<file path="src/rtl/mac_link_pkg.sv">
// Shared constants, bus-select encodings and FSM state type for the MAC link host.
package mac_link_pkg;

   localparam int LANE_W        = 7;
   localparam int LANES         = 4;
   localparam int VEC_W         = LANE_W * LANES;
   localparam int BYTES_PER_VEC = 4;

   localparam logic [1:0] SEL_DATA = 2'b00;
   localparam logic [1:0] SEL_IDLE = 2'b01;
   localparam logic [1:0] SEL_READ = 2'b10;
   localparam logic [1:0] SEL_WGT  = 2'b11;

   typedef enum logic [2:0] {
      ST_IDLE,
      ST_SEND_D,
      ST_SEND_W,
      ST_SETTLE,
      ST_READ,
      ST_RESP
   } state_e;

   typedef logic [VEC_W-1:0] vec_t;

   function automatic int max_int(input int a, input int b);
      return (a > b) ? a : b;
   endfunction

endpackage

</file>
<file path="src/rtl/mac_link_host_if.sv">
// Request/response handshakes plus the peripheral byte bus of the MAC link host.
interface mac_link_host_if;
   import mac_link_pkg::*;

   logic        req_valid;
   logic        req_ready;
   vec_t        req_data;
   vec_t        req_weights;
   logic        rsp_valid;
   logic        rsp_ready;
   logic [15:0] rsp_result;
   logic [7:0]  bus_out;
   logic [1:0]  bus_sel;
   logic [7:0]  bus_in;
   logic        busy;

   // slave = the host controller; master = sequencer and peripheral around it
   modport slave (
      input  req_valid, req_data, req_weights, rsp_ready, bus_in,
      output req_ready, rsp_valid, rsp_result, bus_out, bus_sel, busy
   );

   modport master (
      output req_valid, req_data, req_weights, rsp_ready, bus_in,
      input  req_ready, rsp_valid, rsp_result, bus_out, bus_sel, busy
   );

endinterface

</file>
<file path="src/rtl/mac_link_ser.sv">
// Loadable 28-bit to 4-byte MSB-first serializer; byte_o is the byte the next take consumes.
module mac_link_ser
   import mac_link_pkg::*;
(
   input  logic       clk,
   input  logic       rst,
   input  logic       load_i,
   input  logic       take_i,
   input  vec_t       vec_i,
   output logic [7:0] byte_o
);

   localparam int PAD_W = 8 * BYTES_PER_VEC;

   logic [PAD_W-1:0] padded;
   logic [PAD_W-1:0] sh_q;
   logic [PAD_W-1:0] sh_d;

   assign padded = {{(PAD_W-VEC_W){1'b0}}, vec_i};

   // A load that is also a take bypasses the register, so byte 0 leaves on the loading edge.
   assign byte_o = load_i ? padded[PAD_W-1 -: 8] : sh_q[PAD_W-1 -: 8];

   // NOTE: every variable assigned in always_comb gets a default first, so no latch is inferred.
   always_comb begin
      sh_d = sh_q;
      if (load_i) begin
         sh_d = take_i ? (padded << 8) : padded;
      end else if (take_i) begin
         sh_d = sh_q << 8;
      end
   end

   // NOTE: sequential state uses non-blocking assignments only.
   always_ff @(posedge clk or posedge rst) begin
      if (rst) begin
         sh_q <= '0;
      end else begin
         sh_q <= sh_d;
      end
   end

endmodule

</file>
<file path="src/rtl/mac_link_host.sv">
// Host controller: serializes data/weights to the MAC peripheral, waits, reads back the 16-bit result.
module mac_link_host
   import mac_link_pkg::*;
#(
   parameter int RESULT_LAT = 2,
   parameter int READ_LAT   = 2
) (
   input  logic            clk,
   input  logic            rst,
   mac_link_host_if.slave  link
);

   localparam int CNT_MAX = max_int(BYTES_PER_VEC, max_int(RESULT_LAT, READ_LAT + 1));
   localparam int CW      = $clog2(CNT_MAX);

   localparam logic [CW-1:0] BEAT_LAST   = CW'(BYTES_PER_VEC - 1);
   localparam logic [CW-1:0] SETTLE_LAST = CW'(RESULT_LAT - 1);
   localparam logic [CW-1:0] HI_CYC      = CW'(READ_LAT - 1);
   localparam logic [CW-1:0] LO_CYC      = CW'(READ_LAT);

   state_e          state_q;
   logic [CW-1:0]   cnt_q;
   logic [7:0]      bus_out_q;
   logic [1:0]      bus_sel_q;
   logic            rsp_valid_q;
   logic [15:0]     rsp_result_q;
   logic [7:0]      hi_q;

   logic            accept;
   logic            d_take;
   logic            w_take;
   logic [7:0]      d_byte;
   logic [7:0]      w_byte;

   assign accept = (state_q == ST_IDLE) && link.req_valid;
   assign d_take = accept || ((state_q == ST_SEND_D) && (cnt_q != BEAT_LAST));
   // The weight stream starts on the edge that ends the last data beat.
   assign w_take = ((state_q == ST_SEND_D) && (cnt_q == BEAT_LAST)) ||
                   ((state_q == ST_SEND_W) && (cnt_q != BEAT_LAST));

   mac_link_ser u_ser_data (
      .clk    (clk),
      .rst    (rst),
      .load_i (accept),
      .take_i (d_take),
      .vec_i  (link.req_data),
      .byte_o (d_byte)
   );

   mac_link_ser u_ser_wgt (
      .clk    (clk),
      .rst    (rst),
      .load_i (accept),
      .take_i (w_take),
      .vec_i  (link.req_weights),
      .byte_o (w_byte)
   );

   always_ff @(posedge clk or posedge rst) begin
      if (rst) begin
         state_q      <= ST_IDLE;
         cnt_q        <= '0;
         bus_out_q    <= '0;
         bus_sel_q    <= SEL_IDLE;
         rsp_valid_q  <= 1'b0;
         rsp_result_q <= '0;
         hi_q         <= '0;
      end else begin
         unique case (state_q)
            ST_IDLE: begin
               if (accept) begin
                  state_q   <= ST_SEND_D;
                  cnt_q     <= '0;
                  bus_sel_q <= SEL_DATA;
                  bus_out_q <= d_byte;
               end
            end
            ST_SEND_D: begin
               if (cnt_q == BEAT_LAST) begin
                  state_q   <= ST_SEND_W;
                  cnt_q     <= '0;
                  bus_sel_q <= SEL_WGT;
                  bus_out_q <= w_byte;
               end else begin
                  cnt_q     <= cnt_q + 1'b1;
                  bus_out_q <= d_byte;
               end
            end
            ST_SEND_W: begin
               if (cnt_q == BEAT_LAST) begin
                  state_q   <= ST_SETTLE;
                  cnt_q     <= '0;
                  bus_sel_q <= SEL_IDLE;
                  bus_out_q <= '0;
               end else begin
                  cnt_q     <= cnt_q + 1'b1;
                  bus_out_q <= w_byte;
               end
            end
            ST_SETTLE: begin
               if (cnt_q == SETTLE_LAST) begin
                  state_q   <= ST_READ;
                  cnt_q     <= '0;
                  bus_sel_q <= SEL_READ;
               end else begin
                  cnt_q <= cnt_q + 1'b1;
               end
            end
            ST_READ: begin
               if (cnt_q == HI_CYC) begin
                  hi_q <= link.bus_in;
               end
               if (cnt_q == LO_CYC) begin
                  state_q      <= ST_RESP;
                  cnt_q        <= '0;
                  bus_sel_q    <= SEL_IDLE;
                  rsp_valid_q  <= 1'b1;
                  rsp_result_q <= {hi_q, link.bus_in};
               end else begin
                  cnt_q <= cnt_q + 1'b1;
               end
            end
            ST_RESP: begin
               if (link.rsp_ready) begin
                  state_q     <= ST_IDLE;
                  rsp_valid_q <= 1'b0;
               end
            end
            default: begin
               state_q   <= ST_IDLE;
               bus_sel_q <= SEL_IDLE;
            end
         endcase
      end
   end

   assign link.req_ready  = (state_q == ST_IDLE);
   assign link.busy       = (state_q != ST_IDLE);
   assign link.bus_out    = bus_out_q;
   assign link.bus_sel    = bus_sel_q;
   assign link.rsp_valid  = rsp_valid_q;
   assign link.rsp_result = rsp_result_q;

endmodule

</file>
<file path="src/flat_wrapper.sv">
// flat-port wrapper written by rule: the top's interface ports become plain ports
module mac_link_host_flat import mac_link_pkg::*;
#(
   parameter int RESULT_LAT = 2,
   parameter int READ_LAT   = 2
)
  (clk, rst, link_req_valid, link_req_data, link_req_weights, link_rsp_ready, link_bus_in, link_req_ready, link_rsp_valid, link_rsp_result, link_bus_out, link_bus_sel, link_busy);
  mac_link_host_if link_i ();
  input  logic clk;
  input  logic rst;
  input wire logic [$bits(link_i.req_valid)-1:0] link_req_valid;
  input wire logic [$bits(link_i.req_data)-1:0] link_req_data;
  input wire logic [$bits(link_i.req_weights)-1:0] link_req_weights;
  input wire logic [$bits(link_i.rsp_ready)-1:0] link_rsp_ready;
  input wire logic [$bits(link_i.bus_in)-1:0] link_bus_in;
  output wire logic [$bits(link_i.req_ready)-1:0] link_req_ready;
  output wire logic [$bits(link_i.rsp_valid)-1:0] link_rsp_valid;
  output wire logic [$bits(link_i.rsp_result)-1:0] link_rsp_result;
  output wire logic [$bits(link_i.bus_out)-1:0] link_bus_out;
  output wire logic [$bits(link_i.bus_sel)-1:0] link_bus_sel;
  output wire logic [$bits(link_i.busy)-1:0] link_busy;
  assign link_i.req_valid = link_req_valid;
  assign link_i.req_data = link_req_data;
  assign link_i.req_weights = link_req_weights;
  assign link_i.rsp_ready = link_rsp_ready;
  assign link_i.bus_in = link_bus_in;
  assign link_req_ready = link_i.req_ready;
  assign link_rsp_valid = link_i.rsp_valid;
  assign link_rsp_result = link_i.rsp_result;
  assign link_bus_out = link_i.bus_out;
  assign link_bus_sel = link_i.bus_sel;
  assign link_busy = link_i.busy;
  mac_link_host #(.RESULT_LAT(RESULT_LAT), .READ_LAT(READ_LAT)) u_core (.clk(clk), .rst(rst), .link(link_i));
endmodule
</file>
<file path="config.mk">
export PLATFORM = sky130hd
export DESIGN_NAME = mac_link_host_flat
export DESIGN_NICKNAME = d
export VERILOG_FILES = /design/src/rtl/mac_link_pkg.sv /design/src/rtl/mac_link_host_if.sv /design/src/rtl/mac_link_ser.sv /design/src/rtl/mac_link_host.sv /design/src/flat_wrapper.sv
export SDC_FILE = /design/constraint.sdc
export NUM_CORES = 1
export LEC_CHECK = 0
export CORE_UTILIZATION = 55
export CTS_CLUSTER_SIZE = 12
export DETAILED_ROUTE_END_ITERATION = 10
export PLACE_DENSITY = 0.85
export SLEW_MARGIN = 20
export SYNTH_ARGS = -nofsm -noshare
export SYNTH_HDL_FRONTEND = slang
export SYNTH_SLANG_ARGS = --single-unit
</file>
<file path="constraint.sdc">
create_clock -name clk -period 7.7 [get_ports clk]
set_input_delay 1.155 -clock clk [delete_from_list [all_inputs] [get_ports clk]]
set_output_delay 1.155 -clock clk [all_outputs]
set_load 0.005 [all_outputs]
</file>
### Word-level counts from Yosys, hierarchy flattened

Cells that the tools add are included.

* add/sub/neg operators: 1
* multipliers: 0
* div/mod/pow operators: 0
* magnitude comparators: 0
* eq/ne operators: 15
* shift operators: 0
* muxes and demuxes: 32
* bitwise gates (word level): 1
* reduce and logical (&&, ||, !) cells: 21

Operators with widths (count)
* 2-to-1 mux 32 bit: 6
* 2-to-1 mux 8 bit: 5
* case mux 8 bit (3 select lines): 1
* 2-to-1 mux 3 bit: 6
* case mux 3 bit (6 select lines): 1
* 2-to-1 mux 2 bit: 8
* case mux 2 bit (6 select lines): 1
* AND reduction 6 bit: 2
* inequality test 2 bit (second input constant): 4
* case mux 2 bit (4 select lines): 1
* AND reduction 2 bit: 4
* == test 3 x 2 -> 1 bit (second input constant): 2
* == test 3 bit (second input constant): 2
* inequality test 2 x 1 -> 1 bit (second input constant): 3
* nonzero test 2 bit: 3
* nonzero test 3 bit: 2
* == test 2 bit (second input constant): 2
* logical AND 1 bit: 4
* nonzero test 4 bit: 1
* == test 3 x 1 -> 1 bit (second input constant): 1
* logical NOT 3 bit: 1
* AND reduction 3 bit: 1
* adder 2 x 1 -> 2 bit (second input constant): 1
* == test 2 x 1 -> 1 bit (second input constant): 1
* other kinds (5): 7

* bits in registers: 104
* bits in latches: 0
* bits in writable memories: 0
* ROM bits: 0
* input port bits: 68
* output and inout bits: 29
* logic and storage cells: 79
* memories kept: 0

### Longest topological paths before layout

* depth after elaboration: 5
* mapped depth: 7
* gate-level depth less buffers: 6

### Hierarchy

A second synthesis with hierarchy kept.

* cells, all modules: 418
* area, all modules: 5306.3 um^2

By module, submodules not included
* mac_link_ser: instances 2, cells each 111, area an instance 1590.3 um^2, seq. area each 800.8 um^2
* mac_link_host: instances 1, cells each 196, area an instance 2125.8 um^2, seq. area each 1002.2 um^2

### Worst setup path before layout

OpenSTA, ideal clock, no wires.

* path kind: register -> output
* start point: reg u_core.state_q[0]
* end point: out link_busy
* arrival time: 1.013 ns
* data required time: 6.545 ns
* path slack: 5.532 ns
* stages on the path, launching flop included: 4
* path buffers: 1
* cells stage by stage: dfrtp_1 buf_2 nor3_1 inv_1

* cells in the longest elaborated chain, start to end: 1

RTL lines
* start: declaration: RTL line mac_link_host.sv:21 `state_e state_q;`
* start signal: assignment: RTL line mac_link_host.sv:61 `state_q <= ST_IDLE;`
* start signal: assignment: RTL line mac_link_host.sv:72 `state_q <= ST_SEND_D;`
* start signal: assignment: RTL line mac_link_host.sv:80 `state_q <= ST_SEND_W;`
* nonzero test 3 bit: RTL line mac_link_host.sv:138 `assign link.busy = (state_q != ST_IDLE);`
* end: declaration: RTL line flat_wrapper.sv:21 `output wire logic [$bits(link_i.busy)-1:0] link_busy;`

No other way between the ends.

### Worst setup path in the final report

* start point: reg u_core.state_q[2]
* end point: out link_busy

The elaborated chain is that of the path after synthesis.

==> results.sh <==
export IMPL_die_y_um=94.6
export IMPL_start_util_pct=57.1
export IMPL_netSwitchingPower_w=0.000830
export IMPL_wl_per_cell_um=15.4
export IMPL_rsz0062_at_grt="no"
export IMPL_grt_pass1_vias=3524
export IMPL_cap_violations=0
export IMPL_dieArea_um2=8950
export IMPL_slew_headroom_pct=28.2
export IMPL_vias_per_cell=5.67
export IMPL_routed_wirelength_um=10200
export IMPL_diodes=0
export IMPL_skew_ns=0.0105
export IMPL_die_w_um=94.6
export IMPL_syn_inst=470
export IMPL_gr_total_overflow=0
export IMPL_seqPwrFrac_pct=43.4
export IMPL_grt_pass1_wl_um=16900
export IMPL_peakVddDrop_uv=172
export IMPL_antenna_found_initial=0
export IMPL_h_tree_depth=3
export IMPL_p_int_w=0.00140
export IMPL_synth_cell_types=40
export IMPL_power_share_switching_pct=37.2
export IMPL_synth_nets=542
export IMPL_grt_util_all_layers_pct=24.6
export IMPL_io_pins=97
export IMPL_cp_end_kind="output pin"
export IMPL_drive_gt1_share_pct=9.19
export IMPL_crit_required_ns=6.55
export IMPL_core_um2=8260
export IMPL_startpoint_type="flop"
export IMPL_clock_sinks=104
export IMPL_syn_to_final_growth_pct=24.8
export IMPL_synth_area_um2=4720
export IMPL_grt_max_degree=72
export IMPL_async_flop_share_pct=100
export IMPL_period_share_pct=41.7
export IMPL_yosysSeqAreaShare_pct=55.2
export IMPL_drv_slew=0
export IMPL_rows=33
export IMPL_crit_type="flop to output pin"
export IMPL_synth_area_per_cell_um2=10.0
export IMPL_fin_cells=660
export IMPL_synth_edf_count=0
export IMPL_power_clock_fraction_pct=15.1
export IMPL_cts_resized=0
export IMPL_worst_slew_pin_slew_ns=1.08
export IMPL_power_w=0.00223
export IMPL_ys_seq_elements=104
export IMPL_yosysTopAreaCell="dfrtp_1"
export IMPL_yosys_warnings=0
export IMPL_hold_violations=0
export IMPL_post_synth_top_count_cell="nand2_1"
export IMPL_setup_viol=0
export IMPL_fmax_mhz=311
export IMPL_drtIter0Drc=236
export IMPL_p_leak_nw=2.63
export IMPL_status="finished clean"
export IMPL_synthTopCellsByCount="nand2_1 (116), dfrtp_1 (103), a21oi_1 (38)"
export IMPL_cts_made_buffers=9
export IMPL_cts_setup_buffers=0
export IMPL_ys_dominant_reg_cell="dfrtp_1"
export IMPL_tritoncts="yes"
export IMPL_fin_nets=622
export IMPL_ant_nets=0
export IMPL_timing_critical_path_fanout_max=28
export IMPL_combPwrFrac_pct=41.4
export IMPL_powerDensity_nw_per_um2=379
export IMPL_clk_latency_ns=0.36
export IMPL_dp_hpwl_um=6980
export IMPL_globalplace_congestion=0.821
export IMPL_hold_class="flop to flop"
export IMPL_path_clk_slew_ns=0.10
export IMPL_vias=3743
export IMPL_utilization_pct=71.3
export IMPL_synth_top_area_share_pct=54.7
export IMPL_yosys_top_cells_area="dfrtp_1 (55%), nand2_1 (9.2%), mux2_2 (6.0%)"
export IMPL_max_clock_path_buffers=2
export IMPL_port_buffers=96
export IMPL_drc=0
export IMPL_cts_root_buf="clkbuf_8"
export IMPL_setup_tns_ns=0
export IMPL_placed_cells=644
export IMPL_finalCriticalPeriod_ns=3.21
export IMPL_first_pass_iters=5
export IMPL_arrival_ns=2.06
export IMPL_hold_buffers=0
-- metrics by stage --
stage	hold slack, ns	worst slack [ns]	cell area (um^2)
floorplan	0.439	3.81	4720
global placement	0.452	4.52	5690
detailed placement	0.457	4.46	5690
CTS	0.466	4.47	5880
global route	0.502	4.32	5890
finish	0.461	4.49	5890
-- registers in the layout (all words and copies together), names as in the netlist --
signal / cells
u_core.link.rsp_result: 16
u_core.hi_q: 8
u_core.link.bus_sel: 2
u_core.u_ser_wgt.sh_q: 32
u_core.cnt_q: 2
u_core.state_q: 3
u_core.u_ser_data.sh_q: 32
u_core.link.bus_out: 8
u_core.link.rsp_valid: 1
-- critical path: stages, from the launching register on --
cell and delay (ns):
dfrtp_1 0.89, nor3_1 0.17, inv_1 0.13, clkdlybuf4s50_1 0.50
-- logic make-up (layout without fill, tap and decap cells) --
family | after synthesis | count (layout) | synth area share (%)
adders and majority gates | 4 | 4 | 1.06
AOI/OAI and AO/OA | 95 | 95 | 12.9
buffers and inverters | 38 | 123 | 3.90
DFF | 104 | 104 | 55.2
muxes | 39 | 39 | 8.94
and+or+nand+nor | 190 | 190 | 18.0
-- per-layer routing --
layer	track usage, %	routed length, um
met4	9.34	219
met3	3.78	429
met1	34.2	4480
met5	0	0
met2	39.2	5050
-- placed cells by master, fill, tap and decap left out, types with 9 or more instances in the layout --
| cell type | count |
|---|---|
| nand2_1 | 116 |
| dfrtp_1 | 103 |
| clkdlybuf4s50_1 | 96 |
| a21oi_1 | 38 |
| nand3_1 | 29 |
| mux2_2 | 25 |
| a22oi_1 | 20 |
| nor2_1 | 17 |
| mux2i_1 | 14 |
| o21ai_0 | 9 |
| and2_1 | 9 |
| clkbuf_8 | 9 |
-- path summary, 6_finish.rpt --
check                                               start                    endpoint  slack [ns]  cells after the start
worst max register to register            u_core.cnt_q[0]  u_core.u_ser_data.sh_q[22]        5.24                      6
worst min register to register  u_core.u_ser_wgt.sh_q[21]   u_core.u_ser_wgt.sh_q[29]        0.46                      2
max in group asynchronous                             rst  u_core.u_ser_data.sh_q[31]        5.34                      3
worst min-delay path            u_core.u_ser_wgt.sh_q[21]   u_core.u_ser_wgt.sh_q[29]        0.46                      2
min in group asynchronous                             rst   u_core.link.rsp_result[2]        1.13                      2
worst max-delay path                    u_core.state_q[2]                   link_busy        4.49                      3
-- power groups by stage --
stage	logic (W)	clock network [W]	registers [W]
2_1_floorplan	0.000667	0	0.000897
3_3_place_gp	0.000878	0	0.000962
3_5_place_dp	0.000920	0	0.000979
4_1_cts	0.000927	0.000342	0.000968
5_1_grt	0.00103	0.000362	0.00100
6_report	0.000924	0.000337	0.000968
-- cell type report --
type | instances | area [um^2]
Sequential cell | 104 | 2600
Fill cell | 614 | 2370
Multi-Input combinational cell | 328 | 1940
Timing Repair Buffer | 100 | 991
Tap cell | 105 | 131
Clock buffer | 10 | 128
Clock inverter | 6 | 67.6
Inverter | 7 | 28.8
No activity file was read; power rests on OpenSTA's default activity.
